[src/rtl/fu_pkg.sv]
// Shared types and constants for the batch functional unit: batch layout,
// stage payload record and the batch-to-payload unpacking helper.
package fu_pkg;

    localparam int INSTRUCTION_WIDTH       = 16;
    localparam int FORMAT_WIDTH            = 3;
    localparam int BATCH_INSTRUCTION_WIDTH = 4;
    localparam int METADATA_WIDTH          = 16;
    localparam int BATCH_WIDTH             = METADATA_WIDTH + BATCH_INSTRUCTION_WIDTH * INSTRUCTION_WIDTH;

    typedef enum int {
        DECODE    = 0,
        EXECUTE   = 1,
        MEMORY    = 2,
        WRITEBACK = 3
    } stage_index_e;

    typedef struct packed {
        logic [BATCH_INSTRUCTION_WIDTH-1:0][INSTRUCTION_WIDTH-1:0] instr;
        logic [BATCH_INSTRUCTION_WIDTH-1:0][FORMAT_WIDTH-1:0]      fmt;
        logic                                                      endTag;
    } stage_payload_t;

    // Bit 0 and the metadata bits above the format fields carry nothing the pipe needs.
    function automatic stage_payload_t unpack_batch(input logic [BATCH_WIDTH-1:0] batch,
                                                    input logic                   endTag);
        stage_payload_t payload;
        logic           unusedMeta;
        payload    = '0;
        unusedMeta = ^{batch[METADATA_WIDTH-1:1+BATCH_INSTRUCTION_WIDTH*FORMAT_WIDTH], batch[0]};
        for (int i = 0; i < BATCH_INSTRUCTION_WIDTH; i++) begin
            payload.fmt[i]   = batch[1 + i*FORMAT_WIDTH +: FORMAT_WIDTH];
            payload.instr[i] = batch[METADATA_WIDTH + i*INSTRUCTION_WIDTH +: INSTRUCTION_WIDTH];
        end
        payload.endTag = endTag;
        return payload;
    endfunction

endpackage

[src/rtl/pipe_stage_reg.sv]
// One pipeline stage: a valid bit plus the batch payload it carries.
// Flush wins over load, load wins over advancing out.
module pipe_stage_reg
    import fu_pkg::*;
(
    input  logic           clock,
    input  logic           reset,
    input  logic           flush,
    input  logic           load,
    input  logic           advance,
    input  stage_payload_t loadPayload,
    output logic           valid,
    output stage_payload_t payload
);

    // NOTE: non-blocking assignments so every stage samples pre-edge values and the pipe shifts as one.
    always_ff @(posedge clock or negedge reset) begin
        if (!reset) begin
            valid <= 1'b0;
        end else if (flush) begin
            valid <= 1'b0;
        end else if (load) begin
            valid <= 1'b1;
        end else if (advance) begin
            valid <= 1'b0;
        end
    end

    // NOTE: payload is plain flops, not a RAM, so it is cleared on reset to keep outputs deterministic.
    always_ff @(posedge clock or negedge reset) begin
        if (!reset) begin
            payload <= '0;
        end else if (load) begin
            payload <= loadPayload;
        end
    end

endmodule

[src/rtl/batch_pipeline_unit.sv]
// Parametrised batch pipe with valid/ready backpressure, bubble collapsing,
// synchronous flush and end-tag group counting on retirement.
module batch_pipeline_unit
    import fu_pkg::*;
#(
    parameter int PIPELINE_STAGES = 4,
    parameter int LANES           = BATCH_INSTRUCTION_WIDTH,
    parameter int INSTR_W         = INSTRUCTION_WIDTH,
    parameter int FMT_W           = FORMAT_WIDTH,
    parameter int META_W          = METADATA_WIDTH,
    parameter int BATCH_W         = BATCH_WIDTH,
    parameter int CNT_W           = 16,
    localparam int OCC_W          = $clog2(PIPELINE_STAGES + 1)
) (
    input  logic                     clock,
    input  logic                     reset,
    input  logic                     inValid,
    output logic                     inReady,
    input  logic [BATCH_W-1:0]       batch,
    input  logic                     endTag,
    input  logic                     flush,
    output logic                     outValid,
    input  logic                     outReady,
    output logic [LANES*INSTR_W-1:0] outInstr,
    output logic [LANES*FMT_W-1:0]   outFmt,
    output logic                     outEndTag,
    output logic                     doneBatches,
    output logic [CNT_W-1:0]         groupSize,
    output logic [OCC_W-1:0]         occupancy
);

    localparam int LAST = PIPELINE_STAGES - 1;

    logic [PIPELINE_STAGES-1:0] stageValid;
    logic [PIPELINE_STAGES-1:0] stageLoad;
    logic [PIPELINE_STAGES-1:0] adv;
    stage_payload_t             stagePayload [PIPELINE_STAGES];
    stage_payload_t             inPayload;
    logic                       accept;
    logic                       retire;
    logic                       downstreamOpen;
    logic [CNT_W-1:0]           groupCount;
    logic                       unusedMeta;

    assign inPayload  = unpack_batch(batch, endTag);
    assign unusedMeta = ^{batch[META_W-1:1+LANES*FMT_W], batch[0]};

    // Walk from the output back: a stage may move when the one ahead is empty or moving too.
    // NOTE: every always_comb output gets a default before any branch or loop, so no latches are inferred.
    always_comb begin
        retire         = stageValid[LAST] && !flush && outReady;
        adv            = '0;
        adv[LAST]      = retire;
        downstreamOpen = !stageValid[LAST] || retire;
        for (int k = LAST - 1; k >= 0; k--) begin
            adv[k]         = stageValid[k] && downstreamOpen;
            downstreamOpen = !stageValid[k] || adv[k];
        end
        inReady   = !flush && downstreamOpen;
        accept    = inValid && inReady;
        stageLoad = {adv[LAST-1:0], accept};
    end

    for (genvar k = 0; k < PIPELINE_STAGES; k++) begin : gStage
        stage_payload_t feed;
        if (k == 0) begin : gFirst
            assign feed = inPayload;
        end else begin : gNext
            assign feed = stagePayload[k-1];
        end

        pipe_stage_reg uStage (
            .clock      (clock),
            .reset      (reset),
            .flush      (flush),
            .load       (stageLoad[k]),
            .advance    (adv[k]),
            .loadPayload(feed),
            .valid      (stageValid[k]),
            .payload    (stagePayload[k])
        );
    end

    assign outValid  = stageValid[LAST] && !flush;
    assign outInstr  = stagePayload[LAST].instr;
    assign outFmt    = stagePayload[LAST].fmt;
    assign outEndTag = stagePayload[LAST].endTag;

    always_comb begin
        occupancy = '0;
        for (int k = 0; k < PIPELINE_STAGES; k++) begin
            occupancy = occupancy + OCC_W'(stageValid[k]);
        end
    end

    // groupSize survives a flush; only the partial count of the discarded group is dropped.
    always_ff @(posedge clock or negedge reset) begin
        if (!reset) begin
            groupCount  <= '0;
            groupSize   <= '0;
            doneBatches <= 1'b0;
        end else if (flush) begin
            groupCount  <= '0;
            doneBatches <= 1'b0;
        end else begin
            doneBatches <= retire && outEndTag;
            if (retire) begin
                if (outEndTag) begin
                    groupSize  <= groupCount + CNT_W'(1);
                    groupCount <= '0;
                end else begin
                    groupCount <= groupCount + CNT_W'(1);
                end
            end
        end
    end

endmodule

[config.mk]
export PLATFORM = sky130hd
export DESIGN_NAME = batch_pipeline_unit
export DESIGN_NICKNAME = d
export VERILOG_FILES = /design/src/rtl/fu_pkg.sv /design/src/rtl/pipe_stage_reg.sv /design/src/rtl/batch_pipeline_unit.sv
export SDC_FILE = /design/constraint.sdc
export NUM_CORES = 1
export LEC_CHECK = 0
export ABC_AREA = 1
export CAP_MARGIN = 20
export CORE_AREA = 2 2 178 180
export DETAILED_ROUTE_END_ITERATION = 8
export DIE_AREA = 0 0 180 182
export DONT_BUFFER_PORTS = 1
export SYNTH_ARGS = -nofsm -noshare
export SYNTH_HDL_FRONTEND = slang
export SYNTH_SLANG_ARGS = --single-unit
[constraint.sdc]
create_clock -name clock -period 6.5 [get_ports clock]
set_input_delay 1.3 -clock clock [delete_from_list [all_inputs] [get_ports clock]]
set_output_delay 1.3 -clock clock [all_outputs]
set_load 0.01 [all_outputs]
==> impl_metrics.ini, run 1 <==
[setup_path]
crit_slowest_cell = dfrtp_1
end_kind = output port
worstSetupPathType = reg2out
max_stage_delay_ps = 580
cpLargestDelayFamily = adder cells
crit_chain = inv_1 -> fa_1 -> inv_1 -> ha_1 -> ha_1
r2r_slack_ps = 3170
cp_max_fo = 9
crit_required_ps = 5200
startpoint_type = flop
worstPathArrival_ps = 2370
crit_buf_inv = 2

[routing]
wirelength_um = 29900
drcViolationCount = 0
viasPerCell = 5.10
via_count = 9484
avgRoutedWirePerCell_um = 16.1
drt-pass1-iter-count = 5
ant_nets = 0
drtIter0Drc = 559

[sta]
finalSetupViolCount = 0
worst-slew-pin-transition_ps = 1200
relSlewSlack_pct = 19.7
fin_crit_sh_pct = 56.5
finalHoldViolCount = 0
tns_ps = 0
clock_skew_ps = 19.7
fmax_mhz = 272
slew_violations = 0
finalCriticalPeriod_ps = 3670
rsz0062_at_grt = false

[floorplan]
start_util_pct = 44.0
die_h_um = 182
core_area_um2 = 31000
dieArea_um2 = 32800
io_pins = 185
die_x_um = 180
row_count = 65

[synthesis]
synthesis.nets = 1569
synthSimpleGateAreaFrac_pct = 23.2
yosysMostFrequentCell = nand2_1
synth-adder-area-share_pct = 0.422
ys_ff_latch = 345
synth_xor_area_share_pct = 0.193
synth_commonest_cells = nand2_1 (461), dfrtp_1 (345), inv_1 (102)
synth_cell_types = 25
netlist_area_um2 = 13600
yosysWarnings = 0
syn_inst = 1479
seq_area_frac_synth_pct = 63.3
synth_compound_area_share_pct = 6.82
synth_top_family_by_area = simple AND/OR/NAND/NOR gates
synth_enable_flop_cells = 0
ys_top_cells_by_area = dfrtp_1 (63%), nand2_1 (13%), nand4_1 (3.8%)
yosys.area.top_type = dfrtp_1
async_reset_ff_share_pct = 100
avgSynthCellArea_um2 = 9.21
synth.area.mux_share_pct = 0
synth_top_area_share_pct = 63.3
ys.flop_type = dfrtp_1

[global_routing]
grt_util_all_layers_pct = 18.6
grt_overflow = 0
antenna_found_initial = 2
grt_pass1_vias = 9273
grt_max_degree = 346
grt_pass1_wl_um = 49700

[clock_tree]
cts-buffers-inserted = 39
h-tree-depth = 2
worstSkewPairLatency_ps = 520
cts.sinks = 345
path_clk_slew_ps = 60
cts_buffer_depth = 3
cts_resized = 0
postCtsHoldBufs = 0
tritoncts = built
cts_setup_buffers = 0
root_buffer = clkbuf_16

[cells_and_area]
syn_to_final_growth_pct = 10.5
final_area_um2 = 15100
finalNetCount = 1521
fill_cells = 2925
drive_gt1_share_pct = 5.09

[pwr]
power.total_mw = 5.40
powerDensity_nw_per_um2 = 358
p_leak_nw = 7.71
max-vdd-ir-drop_mv = 0.225

[worst_hold_path]
hold_path_class = reg2reg

[job]
drv_cap = 0

[placed_design]
io_buffers = 0
gp_congestion = 0.826
dpl.hpwl_um = 17000
dpl_cell_area_um2 = 13800

[run_status]
outcome = completed
[worst min-delay path: stages, from the launching register on]
cell     delay, ps
dfrtp_1        340
nand2_1         50
nand2_1         50
[kinds of logic after synthesis]
kind of cell | after synthesis
buffers and inverters | 199
adders and majority gates | 4
DFF | 345
xor gates and xnor gates | 3
and+or+nand+nor | 748
AOI/OAI and AO/OA | 180
[registers in the layout (all words and copies together) (netlist names)]
register and flops:
gStage.uStage.payload 308, groupCount 16, groupSize 16, gStage.uStage.valid 4, doneBatches 1
[final cells by class]
| class | count | area, um2 | area share (%) |
|---|---|---|---|
| well taps | 402 | 503 | 3.34 |
| flip-flops and latches | 345 | 8640 | 57.3 |
| clock buffers | 55 | 1160 | 7.69 |
| diodes | 2 | 5.00 | 0.0332 |
| multi-input cells | 935 | 4210 | 28.0 |
| repair buffers | 5 | 37.5 | 0.249 |
| inverters | 105 | 395 | 2.62 |
| clock inverters | 10 | 114 | 0.756 |
[stage by stage]
step / worst slack [ps] / utilization, % / hold WS, ps / std cells
6_report: 2830 / 48.6 / 468 / 1859
3_5_place_dp: 2670 / 44.5 / 459 / 1792
4_1_cts: 2760 / 48.6 / 458 / 1857
5_1_grt: 2660 / 48.6 / 464 / 1858
2_1_floorplan: 3040 / - / 443 / 1479
3_3_place_gp: 2770 / 44.5 / 455 / 1792
[layout by cell type (no fill, tap or decap)]
cell type / instances
nor3_1: 1
clkinv_8: 1
a21oi_1: 81
clkbuf_1: 6
diode_2: 2
nand2_1: 459
clkinvlp_4: 1
dfrtp_1: 344
inv_2: 1
buf_4: 5
o21ai_0: 75
nand2_4: 3
o22ai_1: 4
bufinv_16: 2
clkinv_1: 1
fa_1: 1
nand3_1: 99
clkinv_2: 7
nand4_4: 1
o21ai_1: 14
ha_1: 3
inv_1: 102
nand3_2: 1
nand3_4: 1
dfrtp_4: 1
a21oi_4: 1
xor2_1: 3
nor2_1: 100
clkbuf_8: 8
clkbuf_16: 41
o21bai_1: 5
nand4_1: 83
[path summary, 6_finish.rpt]
path,from,to,cells after the start
max in group asynchronous,reset,gStage[0].uStage.payload[47]$_DFFE_PN0P_,0
min,gStage[0].uStage.payload[73]$_DFFE_PN0P_,gStage[0].uStage.payload[73]$_DFFE_PN0P_,2
max reg2reg,gStage[2].uStage.valid$_DFFE_PN0P_,gStage[0].uStage.payload[72]$_DFFE_PN0P_,5
max,gStage[0].uStage.valid$_DFFE_PN0P_,occupancy[1],5
min reg2reg,gStage[0].uStage.payload[73]$_DFFE_PN0P_,gStage[0].uStage.payload[73]$_DFFE_PN0P_,2
min in group asynchronous,reset,gStage[3].uStage.payload[11]$_DFFE_PN0P_,0
[report_power, final]
part           switching, mW  internal, mW  total, mW
Combinational          0.253         0.169      0.422
Sequential             0.290          2.53       2.82
Clock                  0.843          1.32       2.16
Total                   1.39          4.01       5.40
[metal layers]
metal | up-vias | share of wire (%) | track usage [%] | wire length [um]
li1 | 4685 | - | - | -
met1 | 4555 | 45 | 24.9 | 13500
met2 | 200 | 47 | 29.5 | 13900
met3 | 44 | 6.3 | 5.40 | 1880
met4 | 0 | 1.9 | 5.37 | 561
met5 | - | 0 | 0 | 0
(Power assumes the default switching activity.)
==> run 2, diff against run 1 <==
--- a/config.mk
+++ b/config.mk
@@ -5,11 +5,11 @@
 export SDC_FILE = /design/constraint.sdc
 export NUM_CORES = 1
 export LEC_CHECK = 0
-export ABC_AREA = 1
+export ABC_AREA = 0
 export CAP_MARGIN = 20
-export CORE_AREA = 2 2 178 180
+export CORE_AREA = 2 2 176 178
 export DETAILED_ROUTE_END_ITERATION = 8
-export DIE_AREA = 0 0 180 182
+export DIE_AREA = 0 0 178 180
 export DONT_BUFFER_PORTS = 1
 export SYNTH_ARGS = -nofsm -noshare
 export SYNTH_HDL_FRONTEND = slang
==> constraint.sdc (replaced) <==
create_clock -name clock -period 3.74 [get_ports clock]
set_input_delay 0.748 -clock clock [delete_from_list [all_inputs] [get_ports clock]]
set_output_delay 0.748 -clock clock [all_outputs]
set_load 0.01 [all_outputs]
==> run 2 against run 1 <==
  * The run now ends with hold timing left
  * Non-clock buffer count grew 17
  * Global-route usage shrank 2.9 points
  * Core utilization grew 1.3 points
  * Clock skew shrank 12 ps
  * Sequential power grew 100%
  * Sequential cell count is the same
  * Critical endpoint unchanged
  * Largest cell class unchanged
  * Largest power group unchanged
  * Highest routed layer is now met5
==> impl_metrics.ini, run 2 <==
[run_status]
outcome = finished with violations
failed_checks = hold timing

[cells_and_area]
fill_cells = 2560
reg_top3 = gStage.uStage.payload: 308 flops, groupCount: 16 flops, groupSize: 16 flops
finalNetCount = 954
syn_to_final_growth_pct = 12.4
final_common_cell = dfrtp_1
multi_input_area_um2 = 4460
regArea_um2 = 8630
final_cell_mix = dfrtp_1 (345), mux2_2 (279), clkbuf_16 (39), mux2_4 (30), o21ai_0 (28)
drive_gt1_share_pct = 44.0
largest-register = gStage.uStage.payload
largest_register_ffs = 308

[pwr]
p_comb_share_pct = 10.9
p_sw_share_pct = 24.9
max-vdd-ir-drop_mv = 0.402
netSwitchingPower_mw = 2.60
p_leak_nw = 6.57
internal_power_mw = 7.81
clock_power_share_pct = 35.0
powerDensity_nw_per_um2 = 690
pwr-share-seq_pct = 54.1

[clock_tree]
cts_resized = 0
cts-buffers-inserted = 38
tritoncts = built
worstSkewPairLatency_ps = 510
path_clk_slew_ps = 60
root_buffer = clkbuf_16
cts_buffer_depth = 3
h-tree-depth = 2
cts.sinks = 345
cts_setup_buffers = 0

[synthesis]
synth_enable_flop_cells = 0
yosysWarnings = 0
yosysMostFrequentCell = dfrtp_1
synthesis.nets = 939
synth_top_area_share_pct = 64.4
netlist_area_um2 = 13400
yosys.area.top_type = dfrtp_1
syn_inst = 849
synth_cell_types = 40
async_reset_ff_share_pct = 100
avgSynthCellArea_um2 = 15.8
synth_commonest_cells = dfrtp_1 (345), mux2_2 (279), mux2_4 (30)
ys_ff_latch = 345
ys.flop_type = dfrtp_1
ys_top_cells_by_area = dfrtp_1 (64%), mux2_2 (23%), mux2_4 (3.4%)
seq_area_frac_synth_pct = 64.4

[setup_path]
crit_required_ps = 2990
startpoint_type = flop
worstPathArrival_ps = 2240
worstSetupPathType = reg2out
end_kind = output port
cp_max_fo = 10

[sta]
finalHoldViolCount = 183
clock_skew_ps = 7.35
slew_violations = 0
fmax_mhz = 335
fin_crit_sh_pct = 79.8
whs_ps = -69.9
tns_ps = 0
relSlewSlack_pct = 41.8
finalSetupViolCount = 0
finalWorstSetupSlack_ps = 755
finalCriticalPeriod_ps = 2990
rsz0062_at_grt = false
worst-slew-pin-transition_ps = 870

[placed_design]
dpl.hpwl_um = 14500
pre_cts_ws_ps = 956
io_buffers = 0
gp_congestion = 0.755

[global_routing]
antenna_found_initial = 6
grt_util_all_layers_pct = 15.6
grt_max_degree = 346
grt_pass1_vias = 6965
grt_pass1_wl_um = 39900
grt_overflow = 0

[routing]
via_count = 6687
ant_nets = 0
wirelength_um = 24200
drcViolationCount = 0
viasPerCell = 5.18
drtIter0Drc = 302
avgRoutedWirePerCell_um = 18.7
drt-pass1-iter-count = 4

[floorplan]
die_h_um = 180
io_pins = 185
core_area_um2 = 30200
start_util_pct = 44.4
row_count = 64
die_x_um = 178
dieArea_um2 = 32000

[worst_hold_path]
hold_path_class = in2async

[job]
drv_cap = 0
[run 2: changes by cell type in the layout (fill, tap and decap cells not counted), moves of 14 or more]
cell	change
mux2_2	+279
nand4_1	-79
mux2_4	+30
nor2_1	-93
a21oi_1	-72
nand3_1	-92
o21ai_1	-14
inv_1	-94
o21ai_0	-47
nand2_1	-432
[run 2: metrics by stage]
stage	utilization [%]	instance area, um2	total power [mW]	instances
detailed placement	45.8	13800	6.88	1220
floorplan	-	13400	6.49	849
global route	49.9	15100	11.0	1289
CTS	49.9	15100	10.6	1289
finish	50.0	15100	10.4	1291
global placement	45.8	13800	6.80	1220
[run 2: final cells by class]
| cell class | count | share of cell area (%) |
|---|---|---|
| sequential | 345 | 57.3 |
| multi-input combinational | 449 | 29.6 |
| clock buffer | 59 | 7.37 |
| tap | 396 | 3.29 |
| timing repair buffer | 22 | 1.43 |
| clock inverter | 10 | 0.830 |
| inverter | 8 | 0.199 |
| antenna | 2 | 0.0332 |
[run 2: worst paths after layout]
check | startpoint | end | slack [ps] | depth (start not counted)
max in group asynchronous | reset | gStage[0].uStage.payload[23]$_DFFE_PN0P_ | 3260 | 0
worst min register to register | gStage[2].uStage.payload[15]$_DFFE_PN0P_ | gStage[3].uStage.payload[15]$_DFFE_PN0P_ | 490 | 1
worst min-delay path | reset | gStage[3].uStage.payload[74]$_DFFE_PN0P_ | -70 | 0
min in group clock | flush | gStage[0].uStage.valid$_DFFE_PN0P_ | 300 | 1
worst max-delay path | gStage[3].uStage.valid$_DFFE_PN0P_ | occupancy[1] | 750 | 5
worst max register to register | gStage[3].uStage.valid$_DFFE_PN0P_ | gStage[0].uStage.payload[9]$_DFFE_PN0P_ | 1230 | 5
[run 2: critical path, stage by stage (launching register included)]
cell and delay, ps:
dfrtp_1 540, inv_1 130, fa_1 490, inv_1 40, ha_1 170, ha_1 350
[run 2: per-layer routing]
metal / track usage [%] / vias up / share of wire, %
li1: - / 3043 / -
met1: 21.1 / 3453 / 44
met2: 24.4 / 141 / 47
met3: 5.03 / 42 / 7.3
met4: 4.16 / 8 / 2.0
met5: 0 / - / 0.22
[run 2: kinds of logic (layout without fill, tap and decap cells)]
| logic type | Yosys count | after routing | synth area share [%] |
|---|---|---|---|
| AOI/OAI and AO/OA | 55 | 55 | 2.36 |
| xor gates and xnor gates | 14 | 14 | 0.914 |
| adders and majority gates | 4 | 4 | 0.429 |
| buffers and inverters | 55 | 99 | 2.61 |
| DFF | 345 | 345 | 64.4 |
| muxes | 309 | 309 | 26.8 |
| other | 0 | 2 | 0 |
| and+or+nand+nor | 67 | 67 | 2.56 |
[run 2: power by group through the flow]
stage	registers, mW	clock network (mW)	logic, mW
5_1_grt	5.79	3.93	1.26
3_5_place_dp	5.73	0	1.16
3_3_place_gp	5.70	0	1.10
6_report	5.63	3.64	1.14
2_1_floorplan	5.44	0	1.05
4_1_cts	5.67	3.77	1.16
